## config.mk

```make
export PLATFORM = sky130hd
export DESIGN_NAME = muldiv_issue_ctrl
export DESIGN_NICKNAME = d
export VERILOG_FILES = /design/src/rtl/muldiv_issue_ctrl_pkg.sv /design/src/rtl/muldiv_result_cache.sv /design/src/rtl/muldiv_issue_ctrl.sv
export SDC_FILE = /design/constraint.sdc
export NUM_CORES = 1
export LEC_CHECK = 0
export ABC_AREA = 0
export CORE_MARGIN = 10
export CORE_UTILIZATION = 40
export DETAILED_ROUTE_END_ITERATION = 10
export GPL_TIMING_DRIVEN = 0
export PLACE_DENSITY = 0.72
export SYNTH_ARGS = -nofsm -noshare
export SYNTH_HDL_FRONTEND = slang
export SYNTH_SLANG_ARGS = --single-unit
export TNS_END_PERCENT = 30
```

## constraint.sdc

```tcl
create_clock -name clk -period 3.7 [get_ports clk]
set_input_delay 0.74 -clock clk [delete_from_list [all_inputs] [get_ports clk]]
set_output_delay 0.74 -clock clk [all_outputs]
set_load 0.02 [all_outputs]
```

## src/rtl/muldiv_issue_ctrl_pkg.sv

```systemverilog
// muldiv_issue_ctrl_pkg: shared funct3 codes, state encoding and cache key width
package muldiv_issue_ctrl_pkg;
   localparam logic [2:0] F3_MUL    = 3'b000;
   localparam logic [2:0] F3_MULH   = 3'b001;
   localparam logic [2:0] F3_MULHSU = 3'b010;
   localparam logic [2:0] F3_MULHU  = 3'b011;
   localparam logic [2:0] F3_DIV    = 3'b100;
   localparam logic [2:0] F3_DIVU   = 3'b101;
   localparam logic [2:0] F3_REM    = 3'b110;
   localparam logic [2:0] F3_REMU   = 3'b111;
   localparam int KEY_W = 3 + 64;
   typedef enum logic [2:0] {
      IDLE  = 3'd0,
      ISSUE = 3'd1,
      WAIT  = 3'd2,
      RESP  = 3'd3,
      DRAIN = 3'd4
   } state_t;
endpackage

```

## src/rtl/muldiv_result_cache.sv

```systemverilog
// muldiv_result_cache: one-entry {funct3, rs1, rs2} -> result cache with combinational hit
module muldiv_result_cache
   import muldiv_issue_ctrl_pkg::*;
(
   input  logic             clk,
   input  logic             reset,
   input  logic             we,
   input  logic [KEY_W-1:0] wkey,
   input  logic [31:0]      wdata,
   input  logic [KEY_W-1:0] lkey,
   output logic             hit,
   output logic [31:0]      rdata
);
   logic             valid;
   logic [KEY_W-1:0] key;
   logic [31:0]      data;
   // entry is only ever replaced, never invalidated outside reset
   always_ff @(posedge clk or negedge reset) begin
      if (!reset) begin
         valid <= 1'b0;
         key   <= '0;
         data  <= '0;
      end else if (we) begin
         valid <= 1'b1;
         key   <= wkey;
         data  <= wdata;
      end
   end
   assign hit   = valid && (key == lkey);
   assign rdata = data;
endmodule

```

## src/rtl/muldiv_issue_ctrl.sv

```systemverilog
// muldiv_issue_ctrl: issues RV32M ops to the shared mul/div unit and buffers results
module muldiv_issue_ctrl
   import muldiv_issue_ctrl_pkg::*;
#(
   parameter int TAG_W   = 5,
   parameter int TIMEOUT = 80
) (
   input  logic             clk,
   input  logic             reset,
   input  logic             req_valid,
   output logic             req_ready,
   input  logic [2:0]       req_funct3,
   input  logic [31:0]      req_rs1,
   input  logic [31:0]      req_rs2,
   input  logic [TAG_W-1:0] req_tag,
   input  logic             flush,
   output logic             resp_valid,
   input  logic             resp_ready,
   output logic [31:0]      resp_data,
   output logic [TAG_W-1:0] resp_tag,
   output logic             timeout_err,
   output logic             md_start,
   output logic [31:0]      md_in_A,
   output logic [31:0]      md_in_B,
   output logic [1:0]       md_op_mul,
   output logic [1:0]       md_op_div,
   output logic             md_sel,
   input  logic [31:0]      md_R,
   input  logic             md_done
);
   localparam int CNT_W = $clog2(TIMEOUT + 1);
   state_t           state, nxt;
   logic [2:0]       hold_f3;
   logic [31:0]      hold_a, hold_b, data_q;
   logic [TAG_W-1:0] hold_tag;
   logic [1:0]       op_mul_q, op_div_q;
   logic [CNT_W-1:0] cnt;
   logic             err_q, hit, accept, expired, busy, cache_we, wait_to, drain_to;
   logic [31:0]      cache_data;
   assign accept   = (state == IDLE) && req_valid && !flush;
   assign busy     = (state == WAIT) || (state == DRAIN);
   assign expired  = cnt >= CNT_W'(TIMEOUT - 1);
   assign cache_we = busy && md_done;
   assign wait_to  = (state == WAIT) && !md_done && !flush && expired;
   assign drain_to = (state == DRAIN) && !md_done && expired;
   muldiv_result_cache u_cache (
      .clk   (clk),
      .reset (reset),
      .we    (cache_we),
      .wkey  ({hold_f3, hold_a, hold_b}),
      .wdata (md_R),
      .lkey  ({req_funct3, req_rs1, req_rs2}),
      .hit   (hit),
      .rdata (cache_data)
   );
   // state register
   always_ff @(posedge clk or negedge reset) begin
      if (!reset) state <= IDLE;
      else        state <= nxt;
   end
   // next state: flush drains in-flight ops since the unit cannot be aborted
   always_comb begin
      nxt = state;
      case (state)
         IDLE:    nxt = accept ? (hit ? RESP : ISSUE) : IDLE;
         ISSUE:   nxt = flush ? DRAIN : WAIT;
         WAIT:    nxt = md_done ? (flush ? IDLE : RESP) : flush ? DRAIN : expired ? RESP : WAIT;
         RESP:    nxt = (flush || resp_ready) ? IDLE : RESP;
         DRAIN:   nxt = (md_done || expired) ? IDLE : DRAIN;
         default: nxt = IDLE;
      endcase
   end
   // handshake outputs decoded from state
   always_comb begin
      req_ready  = state == IDLE;
      md_start   = state == ISSUE;
      resp_valid = state == RESP;
   end
   // hold registers, result buffer, timeout counter and sticky error
   always_ff @(posedge clk or negedge reset) begin
      if (!reset) begin
         hold_f3  <= '0;
         hold_a   <= '0;
         hold_b   <= '0;
         hold_tag <= '0;
         op_mul_q <= '0;
         op_div_q <= '0;
         data_q   <= '0;
         cnt      <= '0;
         err_q    <= 1'b0;
      end else begin
         if (accept) begin
            hold_f3  <= req_funct3;
            hold_a   <= req_rs1;
            hold_b   <= req_rs2;
            hold_tag <= req_tag;
            op_mul_q <= req_funct3[2] ? op_mul_q : req_funct3[1:0];
            op_div_q <= req_funct3[2] ? req_funct3[1:0] : op_div_q;
         end
         if (accept && hit) data_q <= cache_data;
         else if (state == WAIT && md_done && !flush) data_q <= md_R;
         else if (wait_to) data_q <= '0;
         cnt <= busy ? cnt + 1'b1 : '0;
         if (wait_to || drain_to) err_q <= 1'b1;
      end
   end
   assign resp_data   = data_q;
   assign resp_tag    = hold_tag;
   assign timeout_err = err_q;
   assign md_in_A     = hold_a;
   assign md_in_B     = hold_b;
   assign md_op_mul   = op_mul_q;
   assign md_op_div   = op_div_q;
   assign md_sel      = hold_f3[2];
endmodule

```

==> run summary, run 1 <==
Of the total power, registers draw 39.2%. The number of synthesized flops with an enable pin is 0. Biggest fanout along the worst timing path: 10. Critical path data arrival time: 3.58 ns.

The number of clock buffers added by TritonCTS is 25. The transition at the pin with the smallest max-transition slack works out to 0.835 ns. The dominant synthesized flop cell was sky130_fd_sc_hd__dfrtp_1.

In this run the core area contains 56 standard-cell rows. Summing the areas of all compound-gate instances in the mapped netlist gives 6.33% of the synthesized area. The level count of the clock H-tree was 1.

Detailed-router iteration count before antenna repair: 5. In this run the worst hold path is classified as input pin to asynchronous set/reset pin. After Yosys synthesis, and, or, nand and nor cells account for 10.9% of the synthesized area.

The synthesized netlist occupies a cell area of 9470 sq um. The number of gates resized after CTS was 0. The count of hold-fix buffers inserted at cts is 0, and the chip width is 174 microns. The floorplan step set the die height to 174 microns. In this run the standard cell core region covers 23400 sq um. Subtracting the final worst setup slack from the clock period gives 3.18 ns.

The run gives 0.812 as the global placement routability congestion. For the maximum number of pins on one net before global-route repair, the log shows 115. The worst register-to-register path ends at resp_data[7]. The clock drives 219 sinks. Switching share of power: 34.2%. The share of synthesized area occupied by flip-flops and latches was 57.9%; the register bit count reported by yosys was 219.

Pin placement for this block handled 220 I/O pins. The final routed DRC violation total was 0; the initial antenna violation count was 3. Startpoint of the most critical setup path: req_rs1[26]. The number of nets in the synthesized netlist is 902. Data on the critical path is required at its endpoint by 4.10 ns.

For this design the total switching power over the nets is 3.64 mW. Share of the clock period used by the worst path after layout: 86.0%. The synthesized netlist devotes 4.35% of its cell area to XOR and XNOR gates. Global routing used 17.7% of the available tracks across all layers. Startpoint-to-endpoint class of the critical path: input pin to register.

The later pin in the worst-skew pair is clocked with a latency of 0.54 ns. The startpoint identified for the worst register-to-register timing path is u_cache.key[58]. In the routed layout, each cell is associated on average with a via count of 5.00. Between clock sinks in the finished design, the worst skew comes to 0.0242 ns. The setup TNS after final layout is 0 ns, and the max-cap violation count is 0. The quantity of I/O buffers inserted on ports came out at 219. The count of final setup violators is 0. The tools report the starting density of the core as 40.5%. Of the cells placed in the final design, the portion with a size suffix greater than 1 is 18.2%. The reg2reg setup slack is 0.84 ns, and the area growth from synthesis to final layout is 35.7%.

TritonCTS built the clock tree. The run finished with clean final reports. The worst-case IR drop observed on VDD is 478 uV. The first global-routing pass estimated 42.8 mm of wire.

For the remaining max-slew budget at the tightest pin, the log shows 43.9%. After synthesis, the largest family of logic cells by area is multiplexers. Leaving out fill and tap cells, the most frequent cells in the layout are 219 x sky130_fd_sc_hd__dfrtp_1, 218 x sky130_fd_sc_hd__clkdlybuf4s50_1, 192 x sky130_fd_sc_hd__nand2_1, 106 x sky130_fd_sc_hd__mux2_2, 36 x sky130_fd_sc_hd__a22o_1. The number of nets in the layout was 1149; the via count of the first global-routing pass was 7309.

The floorplan step defined a die boundary enclosing 30200 sq um. For this run, asynchronously set or reset flops after synthesis account for 100%. The share of total power in combinational logic is 39.1%. Setup repair after global routing left no endpoint under its margin. Averaged over all synthesized cells, the footprint is 12.0 sq um. Buffers added to address setup during post-CTS repair amount to 0.

Counting along the longest clock path gives a buffer depth of 3. The tools report the number of max-slew violations in the final report as 0. In this run the power density over the cells is 828 nW/um^2. Measured against the total synthesized area, the mux share comes to 17.3%. The clock slew seen by the registers of the worst setup and hold paths is 0.06 ns.

The number of warnings issued by yosys is 0. STA classifies the critical path endpoint as a register. Summed over all layers, the routed wires come to 27.4 mm.

Startpoint type of the worst setup path: an input pin. After legalization and detailed placement, the total HPWL measured 19.7 mm. The completed layout was analyzed and its total power is 10.6 mW. The cell sitting at the root of the clock tree is a sky130_fd_sc_hd__clkbuf_16. The cell depth of the worst flop-to-flop path is 8, and the synthesized netlist cell count is 791. The maximum achievable frequency is 314 MHz. In this run, the number of DRC markers left after iteration 0 of detailed routing was 525. The synthesized netlist devotes 0.132% of its cell area to adder and majority cells. The logs give 12100 sq um for the post-detailed-placement cell area and 41 for the distinct cell type count after synthesis.

The detail route stage leaves a number of antenna-violating nets equal to 0. The run gives 7.00 mW as the cell internal power dissipation. The tools report the via count as 6871.

The finished cells cover 12800 sq um. The minimum hold slack is 0.257 ns. The library cell used most frequently in the layout, excluding fill and tap cells, is sky130_fd_sc_hd__dfrtp_1. The logs give 5.98 nW for the leakage power summed over all cells and 21.7% for the share of power burned in the clock network. Final hold violation count: 0. In the final routed layout, each cell accounts on average for 20.0 microns. For the total global routing overflow, the log shows 0.
metrics by stage:
step / util, % / instances / setup WS [ns]
after floorplan: - / 791 / 1.11
after global placement: 51.5 / 1329 / -7.41
after detailed placement: 51.7 / 1330 / -0.0422
after CTS: 54.9 / 1372 / 0.493
after global routing: 54.9 / 1372 / 0.473
final: 54.9 / 1373 / 0.516
worst max-delay path, stage by stage:
cell	delay (ns)
sky130_fd_sc_hd__clkdlybuf4s50_1	0.45
sky130_fd_sc_hd__xnor2_1	0.35
sky130_fd_sc_hd__nand4_1	0.22
sky130_fd_sc_hd__nor4_1	0.40
sky130_fd_sc_hd__nand4_1	0.22
sky130_fd_sc_hd__or4_1	0.49
sky130_fd_sc_hd__buf_2	0.21
sky130_fd_sc_hd__buf_6	0.18
sky130_fd_sc_hd__mux2_4	0.30
power groups by stage:
stage	Sequential [mW]	Clock, mW	Combinational, mW
after floorplan	4.72	0	1.72
after global placement	4.17	0	4.11
after detailed placement	4.19	0	4.20
after CTS	4.17	2.37	4.22
after global routing	4.31	2.46	4.49
final	4.17	2.31	4.16
registers in the layout, summed over array words and instances (netlist names):
register       cells
cnt                7
hold_f3            3
md_in_A           32
md_in_B           32
md_op_div          2
md_op_mul          2
resp_data         32
resp_tag           5
state              3
timeout_err        1
u_cache.key       67
u_cache.rdata     32
u_cache.valid      1
worst max path at each step:
stage	slack (ns)	cells after the start	to
after global placement	-7.41	1	md_in_B[25]
final	0.52	9	resp_data[7]
after detailed placement	-0.04	9	resp_data[7]
after global routing	0.47	9	resp_data[7]
after CTS	0.49	9	resp_data[7]
after floorplan	1.11	7	resp_data[10]
cells by family (layout without fill, tap and decap cells):
kind of cell / after synthesis / count (layout)
compound gates: 79 / 79
fa+ha+maj: 1 / 1
other cells: 0 / 1
mux: 136 / 136
buf+inv: 66 / 328
xor+xnor: 47 / 47
simple gates: 243 / 243
flops: 219 / 219
synthesized netlist by cell type, types with 2 or more instances:
library cell | n | area [sq um]
sky130_fd_sc_hd__nor2b_1 | 2 | 12.5
sky130_fd_sc_hd__a22oi_1 | 3 | 22.5
sky130_fd_sc_hd__nand2_1 | 192 | 721
sky130_fd_sc_hd__xnor2_1 | 23 | 201
sky130_fd_sc_hd__dfrtp_1 | 219 | 5480
sky130_fd_sc_hd__nand3_1 | 3 | 15.0
sky130_fd_sc_hd__xor2_1 | 24 | 210
sky130_fd_sc_hd__a22o_1 | 36 | 315
sky130_fd_sc_hd__mux2_2 | 106 | 1190
sky130_fd_sc_hd__nor4_1 | 11 | 68.8
sky130_fd_sc_hd__nor3_1 | 2 | 10.0
sky130_fd_sc_hd__buf_6 | 4 | 45.0
sky130_fd_sc_hd__a221oi_1 | 3 | 26.3
sky130_fd_sc_hd__o22ai_1 | 9 | 56.3
sky130_fd_sc_hd__nor2_1 | 10 | 37.5
sky130_fd_sc_hd__o21ai_0 | 17 | 85.1
sky130_fd_sc_hd__o2bb2ai_1 | 3 | 26.3
sky130_fd_sc_hd__mux2_4 | 29 | 435
sky130_fd_sc_hd__clkbuf_1 | 20 | 75.1
sky130_fd_sc_hd__o21bai_1 | 2 | 15.0
sky130_fd_sc_hd__inv_1 | 29 | 109
sky130_fd_sc_hd__nand2b_1 | 5 | 31.3
sky130_fd_sc_hd__nand4_1 | 8 | 50.1
sky130_fd_sc_hd__and2_1 | 2 | 12.5
sky130_fd_sc_hd__buf_2 | 12 | 60.1
sky130_fd_sc_hd__and3_1 | 2 | 12.5
per-layer routing:
metal / track usage [%] / vias to the layer above / wire length, microns
met5: 0 / - / 26
met4: 3.28 / 4 / 379
met3: 6.47 / 33 / 2200
met2: 27.8 / 197 / 12300
met1: 23.1 / 3429 / 12500
li1: - / 3208 / -
final cells by class:
cell class / instances / area [sq um]
Fill cell: 2016 / 10600
Sequential cell: 219 / 5480
Multi-Input combinational cell: 506 / 3690
Timing Repair Buffer: 220 / 2220
Clock buffer: 35 / 703
Tap cell: 319 / 399
Buffer: 37 / 184
Inverter: 29 / 109
Clock inverter: 7 / 53.8
Antenna cell: 1 / 2.50
(Power assumes the default switching activity.)
==> inputs of run 2 (changes only) <==
- CORE_MARGIN: 10 -> 1.5
- MAX_ROUTING_LAYER: not set -> met4
==> run summary, run 2 (synthesis gave the netlist of run 1 again) <==
Average detailed-routed wire length per instance: 18.4 microns. Counting along the longest clock path gives a buffer depth of 3. The run gives 4.09 ns as the endpoint required time on the critical path. The initial antenna violation count is 0. For this design, the CTS-stage hold fixing added 0 buffers. The number of clock sinks is 219.

Row generation in the floorplan step produced 56 rows. The tools report the post-route cell area as 13000 sq um. In the routed design, unresolved DRC markers number 0.

Counting stages on the worst path, the most repeated cell is sky130_fd_sc_hd__nand4_1. The tree is rooted in a sky130_fd_sc_hd__clkbuf_16. Counting both buffers and inverters, the worst setup path holds a total of 3. For the level count of the clock H-tree, the log shows 1. For the pin with the worst max-slew slack, the measured transition is 0.888 ns. 220 I/O pins were placed.

The initial utilization of the core area, before any placement, comes to 40.6%. Final hold violation count: 0. Leaving out fill and tap cells, the most frequent cell in the layout is sky130_fd_sc_hd__dfrtp_1. Detailed-router iteration count before antenna repair: 4. The via count was 6827. The total detailed-routing wirelength was 25.2 mm.

0 antenna diodes ended up in the layout. Startpoint type of the worst setup path: an input pin. Of the available clock period, the critical path in the final layout requires 85.5%. Relative to the synthesized area, the layout overhead comes to 37.4%.

The tightest min-delay check is of the input pin to asynchronous set/reset pin type. The final critical-path required period came out at 3.16 ns. Among cell families on the critical path, the largest total delay comes from simple AND/OR/NAND/NOR gates.

The peak per-stage delay on the critical path was 0.48 ns; the post-detailed-placement cell area was 12100 sq um. After layout, the worst setup slack is 0.538 ns. The congestion estimate from routability-driven global placement came to 0.829.

In this run the worst path has a maximum fanout of 10. Once layout is complete, the utilization of the core stands at 55.8%. STA puts the critical path data arrival time at 3.55 ns.

The via count of the first global-routing pass was 7129; the count of buffers added by post-CTS timing repair for setup was 0. The total power per unit cell area came out at 847 nW/um^2. After floorplanning, the core was sized to cover 23300 sq um. The number of max-slew violations in the final report was 0. The register with the most flip-flops in the layout has 67 of them.

Counting flops per register, the top entry is u_cache.key. For the worst-skew pair, the clock arrives at the later sink with an insertion delay of 0.52 ns. The critical path is of the input pin to register type. Summed over all nets, the half-perimeter wirelength after detailed placement is 17.8 mm. In the global route stage, overall resource usage came out at 21.3%. The first routing iteration left 298 violations. For the final routed database, the setup TNS stands at 0 ns. The largest individual stage delay along the critical path comes from the cell sky130_fd_sc_hd__or4_1. The number of clock buffers added by TritonCTS is 24.

The first global-routing pass estimated 39.1 mm of wire. Derived from the worst setup path, the maximum achievable clock frequency is 316 MHz. For the number of nets in the layout, the log shows 1148.

Timing analysis after detailed placement gives a worst setup slack of -0.0744 ns. The total power of the final layout came out at 11.0 mW. For this design the static power due to leakage is 6.05 nW. The setup skew after layout is 0.0127 ns, and the number of gates resized after CTS is 0. The quantity of I/O buffers inserted on ports came out at 219.

Entering global routing, the biggest net connects 116 pins. Setup repair after global routing left no endpoint under its margin. The vertical die dimension was 157 microns. The worst setup path is captured at a register. The max-cap violation count came out at 0. The die area is 24600 sq um.

The critical path goes through clkdlybuf4s50_1 -> xnor2_1 -> nand4_1 -> nor4_1 -> nand4_1 -> or4_1 -> buf_2 -> buf_6 -> mux2_4. Across the VDD grid, the largest voltage drop is 478 uV. The remaining max-slew budget at the tightest pin was 40.2%. The total global routing overflow was 0; the filler cell count was 1963. In the final layout, the share of cells above drive strength 1 is 18.5%.

TritonCTS built the clock tree. The via-per-instance ratio was 4.98. The chip width works out to 157 microns. The run finished with clean final reports. The post-detailed-route count of antenna-violating nets was 0; the clock slew seen by the registers of the worst setup and hold paths was 0.06 ns.

The library cells used most frequently in the layout, excluding fill and tap cells, are 219 x sky130_fd_sc_hd__dfrtp_1, 218 x sky130_fd_sc_hd__clkdlybuf4s50_1, 192 x sky130_fd_sc_hd__nand2_1, 106 x sky130_fd_sc_hd__mux2_2, 36 x sky130_fd_sc_hd__a22o_1. Setup violations remaining at the end of the flow were counted as 0.
run 2: cell count changes in the layout (fill, tap and decap cells not counted):
cell                        change
sky130_fd_sc_hd__inv_6          -1
sky130_fd_sc_hd__clkbuf_1       -3
sky130_fd_sc_hd__clkinv_2       -4
sky130_fd_sc_hd__bufinv_16      +6
sky130_fd_sc_hd__diode_2        -1
sky130_fd_sc_hd__clkbuf_8       +3
sky130_fd_sc_hd__inv_16         -1
run 2: stage by stage:
step / instances / hold WS, ns
after global placement: 1329 / 0.446
after floorplan: 791 / 0.427
after global routing: 1372 / 0.309
after CTS: 1372 / 0.292
final: 1372 / 0.239
after detailed placement: 1330 / 0.448
run 2: worst paths after layout:
| kind | start | to | slack [ns] | cells after the start |
|---|---|---|---|---|
| setup / recovery | req_rs1[26] | resp_data[28] | 0.54 | 9 |
| hold / removal | reset | resp_data[28] | 0.24 | 1 |
| setup reg to reg | u_cache.key[58] | resp_data[28] | 0.90 | 8 |
| hold reg to reg | cnt[0] | cnt[0] | 0.47 | 1 |
| max in group asynchronous | reset | md_op_div[1] | 2.43 | 2 |
| min in group clk | cnt[0] | cnt[0] | 0.47 | 1 |
run 2: layout make-up:
cell class	count	area (sq um)	area share (%)
flip-flops and latches	219	5480	42.1
multi-input cells	506	3690	28.4
repair buffers	220	2220	17.1
clock buffers	35	733	5.64
well taps	319	399	3.07
clock inverters	7	185	1.42
plain buffers	37	184	1.41
inverters	29	109	0.837
run 2: layer usage:
layer	vias up	wire [microns]	global-route usage (%)
met5	-	0	-
li1	3185	-	-
met3	34	2020	5.65
met4	0	438	4.26
met1	3386	10900	26.9
met2	222	11900	34.6
run 2: worst reg2reg max path, delay by kind of cell (launching register included):
family	cells	cell delay (ns)
AND/OR/NAND/NOR	4	1.31
flip-flops	1	0.39
XOR/XNOR	1	0.29
multiplexers	1	0.31
buffers and inverters	2	0.39
run 2: power breakdown:
part	internal, mW	switching (mW)	total, mW
registers	3.47	0.723	4.19
clock network	1.78	0.954	2.74
logic	2.20	1.89	4.09
==> inputs of run 3 (changes only) <==
- CELL_PAD_IN_SITES_DETAIL_PLACEMENT: not set -> 0
- CELL_PAD_IN_SITES_GLOBAL_PLACEMENT: not set -> 1
- PLACE_DENSITY: 0.72 -> 0.85
- SYNTH_HIERARCHICAL: not set -> 1
- TNS_END_PERCENT: 30 -> 50
==> run summary, run 3 <==
The flow ran to the end, and the final reports show no timing, DRC or antenna violations. The tools report the leakage power summed over all cells as 5.59 nW. The share of layout cells above drive strength 1 came out at 24.4%.

Synthesis inferred 219 register bits. For the clock latency on the worst-skew pair, the log shows 0.54 ns. Counting stages on the worst path, the most repeated cell is sky130_fd_sc_hd__nand4_1.

The tools report the setup skew after layout as 0.0310 ns. The run gives 0 as the final hold violation count. The wire length of the first global-routing pass is 36.8 mm.

Timing would allow up to 305 MHz. Data on the critical path is required at its endpoint by 4.10 ns. Combinational cells account for 37.8% of the total power. Final standard cell count with taps included and fillers excluded: 1214. For this design, the slowest cell found on the critical path is sky130_fd_sc_hd__clkdlybuf4s50_1. The share of total power dissipated in the clock network is 22.9%. Overall power consumption after layout is estimated at 10.8 mW.

In the synthesized netlist, the number of instances is 661. Counting every net in the synthesized netlist gives 772. Along the worst path, the maximum fanout reaches 10. Across the VDD grid, the largest voltage drop is 596 uV. Clock-pin slew was measured on the worst setup and hold paths at 0.06 ns. Net switching is 33.2% of the power. TritonCTS built the clock tree.

Clock tree synthesis inserted a total of 26 buffers. Detailed routing inserted a total of 6186 vias. The clock net in this run drives a total of 219 sinks.

The detailed-router iteration count before antenna repair is 4, and the number of gates resized after CTS is 0. In this run, the number of DRC markers left after iteration 0 of detailed routing was 181. The tools report the clock root buffer as sky130_fd_sc_hd__clkbuf_16. The quantity of I/O buffers inserted on ports is 219. The level count of the clock H-tree was 1; the transition at the pin with the smallest max-transition slack was 0.753 ns. Setup repair after global routing left no endpoint under its margin. The area growth from synthesis to final layout works out to 36.8%. The dominant cell by count in the synthesized netlist is sky130_fd_sc_hd__dfrtp_1.

The worst setup path is of the input pin to register kind. At the end of the flow, the number of nets in the layout was 1020. The via count of the first global-routing pass was 6539; the vertical die dimension was 156 microns. Top register by number of flip-flops: u_cache/key. The worst setup path is launched from an input pin. Row generation in the floorplan step produced 55 rows.

Counting flops with an async set or reset pin after synthesis yields a share of 100%. The share of the Yosys chip area taken by registers is 58.9%. Counting tap cells, the placed design contains a total of 1166 instances. For this run, design rule violations remaining after detail routing come to 0. Global routing finished with a remaining overflow of 0.

STA classifies the critical path endpoint as a register. The library cell used most frequently in the layout, excluding fill and tap cells, is sky130_fd_sc_hd__dfrtp_1. After synthesis, the most frequently instantiated cells are 219 x sky130_fd_sc_hd__dfrtp_1, 139 x sky130_fd_sc_hd__mux2_2, 34 x sky130_fd_sc_hd__xor2_1. The chip width works out to 156 microns.

The via-per-instance ratio is 5.10, and the final critical-path required period is 3.28 ns. For the deepest clock path buffer count, the log shows 3. Among all flip-flop cells after synthesis, the most frequent one is sky130_fd_sc_hd__dfrtp_1.

For the mapped cell area, the log shows 9310 sq um. The starting density of the core is 41.0%. The average instance area after synthesis came out at 14.1 sq um. For this run, the total global-route usage over all layers was measured as 20.2%.

The proportion of netlist area held by the largest area contributor came out at 58.9%. The logs give 0 for the initial antenna violation count and 3.58 mW for the power spent charging and discharging nets. For this run, the number of Yosys warnings is 6. In the layout the commonest cells are 219 x sky130_fd_sc_hd__dfrtp_1, 218 x sky130_fd_sc_hd__clkdlybuf4s50_1, 139 x sky130_fd_sc_hd__mux2_2, 34 x sky130_fd_sc_hd__xor2_1. STA puts the critical path data arrival time at 3.68 ns. The sequential share of power is 39.3%, and the number of synthesized flops with an enable pin is 0. The total detailed-routing wirelength came out at 23.5 mm. The signal on the critical path passes through clkdlybuf4s50_1 -> xnor2_1 -> nand4_1 -> nor4_1 -> nand4_1 -> nor4_2 -> nand3b_1 -> nor2_8 -> o22ai_2 -> buf_6 -> a21o_1. At the end of routability-driven placement, the weighted congestion stood at 0.759. The run gives 123 as the maximum number of pins on one net before global-route repair.

The remaining max-slew budget at the tightest pin is 49.8%, and the post-detailed-route count of antenna-violating nets is 0. The worst hold-check path type was input pin to asynchronous set/reset pin. Buffers added to address setup during post-CTS repair amount to 0. In the final routed layout, each cell accounts on average for 19.3 microns. The floorplan step defined a core boundary enclosing 22700 sq um. On the critical path the largest part of the delay comes from simple AND/OR/NAND/NOR gates. Counting distinct cell types in the post-synthesis netlist gives 47. The diode insertion count for antenna repair came out at 0. The count of buffer and inverter cells on the critical path came out at 2. The library cell with the largest summed area after synthesis is sky130_fd_sc_hd__dfrtp_1. In the post-synthesis netlist, the biggest area contributors are sky130_fd_sc_hd__dfrtp_1 59%, sky130_fd_sc_hd__mux2_2 17%, sky130_fd_sc_hd__mux2_1 3.3%, sky130_fd_sc_hd__xor2_1 3.2%, sky130_fd_sc_hd__a22o_1 3.1%.

In this run, post-CTS hold repair placed 0 buffers. The share of the clock period used by the worst path after layout was 88.5%; the die area was 24200 sq um. In this run the power density over the cells is 848 nW/um^2.

220 I/O pins were placed. The register with the most flip-flops in the layout has 67 of them. Setup violations remaining at the end of the flow were counted as 0. The number of max-slew violations in the final report came out at 0. The HPWL after detailed placement was 16.6 mm. Internal power comes to 7.22 mW. The run gives 0 as the max-cap violation count. For this run, the slowest stage of the critical path takes 0.49 ns.
run 3: power groups by stage:
stage	registers, mW	logic [mW]	clock network, mW
final	4.24	4.09	2.47
after CTS	4.24	4.14	2.53
after floorplan	4.84	1.65	0
after global placement	4.23	4.06	0
after global routing	4.40	4.37	2.62
after detailed placement	4.28	4.12	0
run 3: per-stage QoR:
stage	TNS [ns]	cell area, sq um	setup slack, ns	utilization [%]	hold slack [ns]
after CTS	0	12700	0.273	56.1	0.280
final	0	12700	0.425	56.1	0.255
after floorplan	0	9310	1.18	-	0.432
after global placement	-1650.26	11900	-7.53	52.2	0.452
after detailed placement	-7.72	11900	-0.260	52.4	0.458
after global routing	0	12700	0.173	56.1	0.311
run 3: worst paths after layout:
path | startpoint | end | slack (ns) | cells past startpoint
max | req_funct3[0] | resp_data[8] | 0.42 | 11
min | reset | resp_data[4] | 0.26 | 1
max reg2reg | u_cache/key[64] | resp_data[8] | 0.81 | 10
min reg2reg | u_cache/valid | u_cache/valid | 0.47 | 1
max in group asynchronous | reset | u_cache/key[39] | 2.40 | 2
min in group clk | u_cache/valid | u_cache/valid | 0.47 | 1
run 3: kinds of logic after synthesis:
logic type	Yosys count	synth area share, %
compound gates	95	7.93
fa+ha+maj	1	0.134
flops	219	58.9
simple gates	72	4.81
xor+xnor	60	5.64
buf+inv	48	2.54
mux	166	20.1
run 3: routing by layer:
metal / global-route usage, % / share of wire (%) / wire length (microns)
met1: 25.7 / 44 / 10300
met2: 32.0 / 46 / 10800
met3: 6.06 / 8.4 / 1970
met4: 4.40 / 1.8 / 432
met5: - / 0 / 0
run 3: final cells by class:
class | count | area (sq um)
plain buffers | 32 | 176
repair buffers | 220 | 2220
multi-input cells | 394 | 3590
fillers | 1901 | 9970
flip-flops and latches | 219 | 5480
inverters | 16 | 60.1
well taps | 285 | 357
clock buffers | 36 | 738
clock inverters | 12 | 105
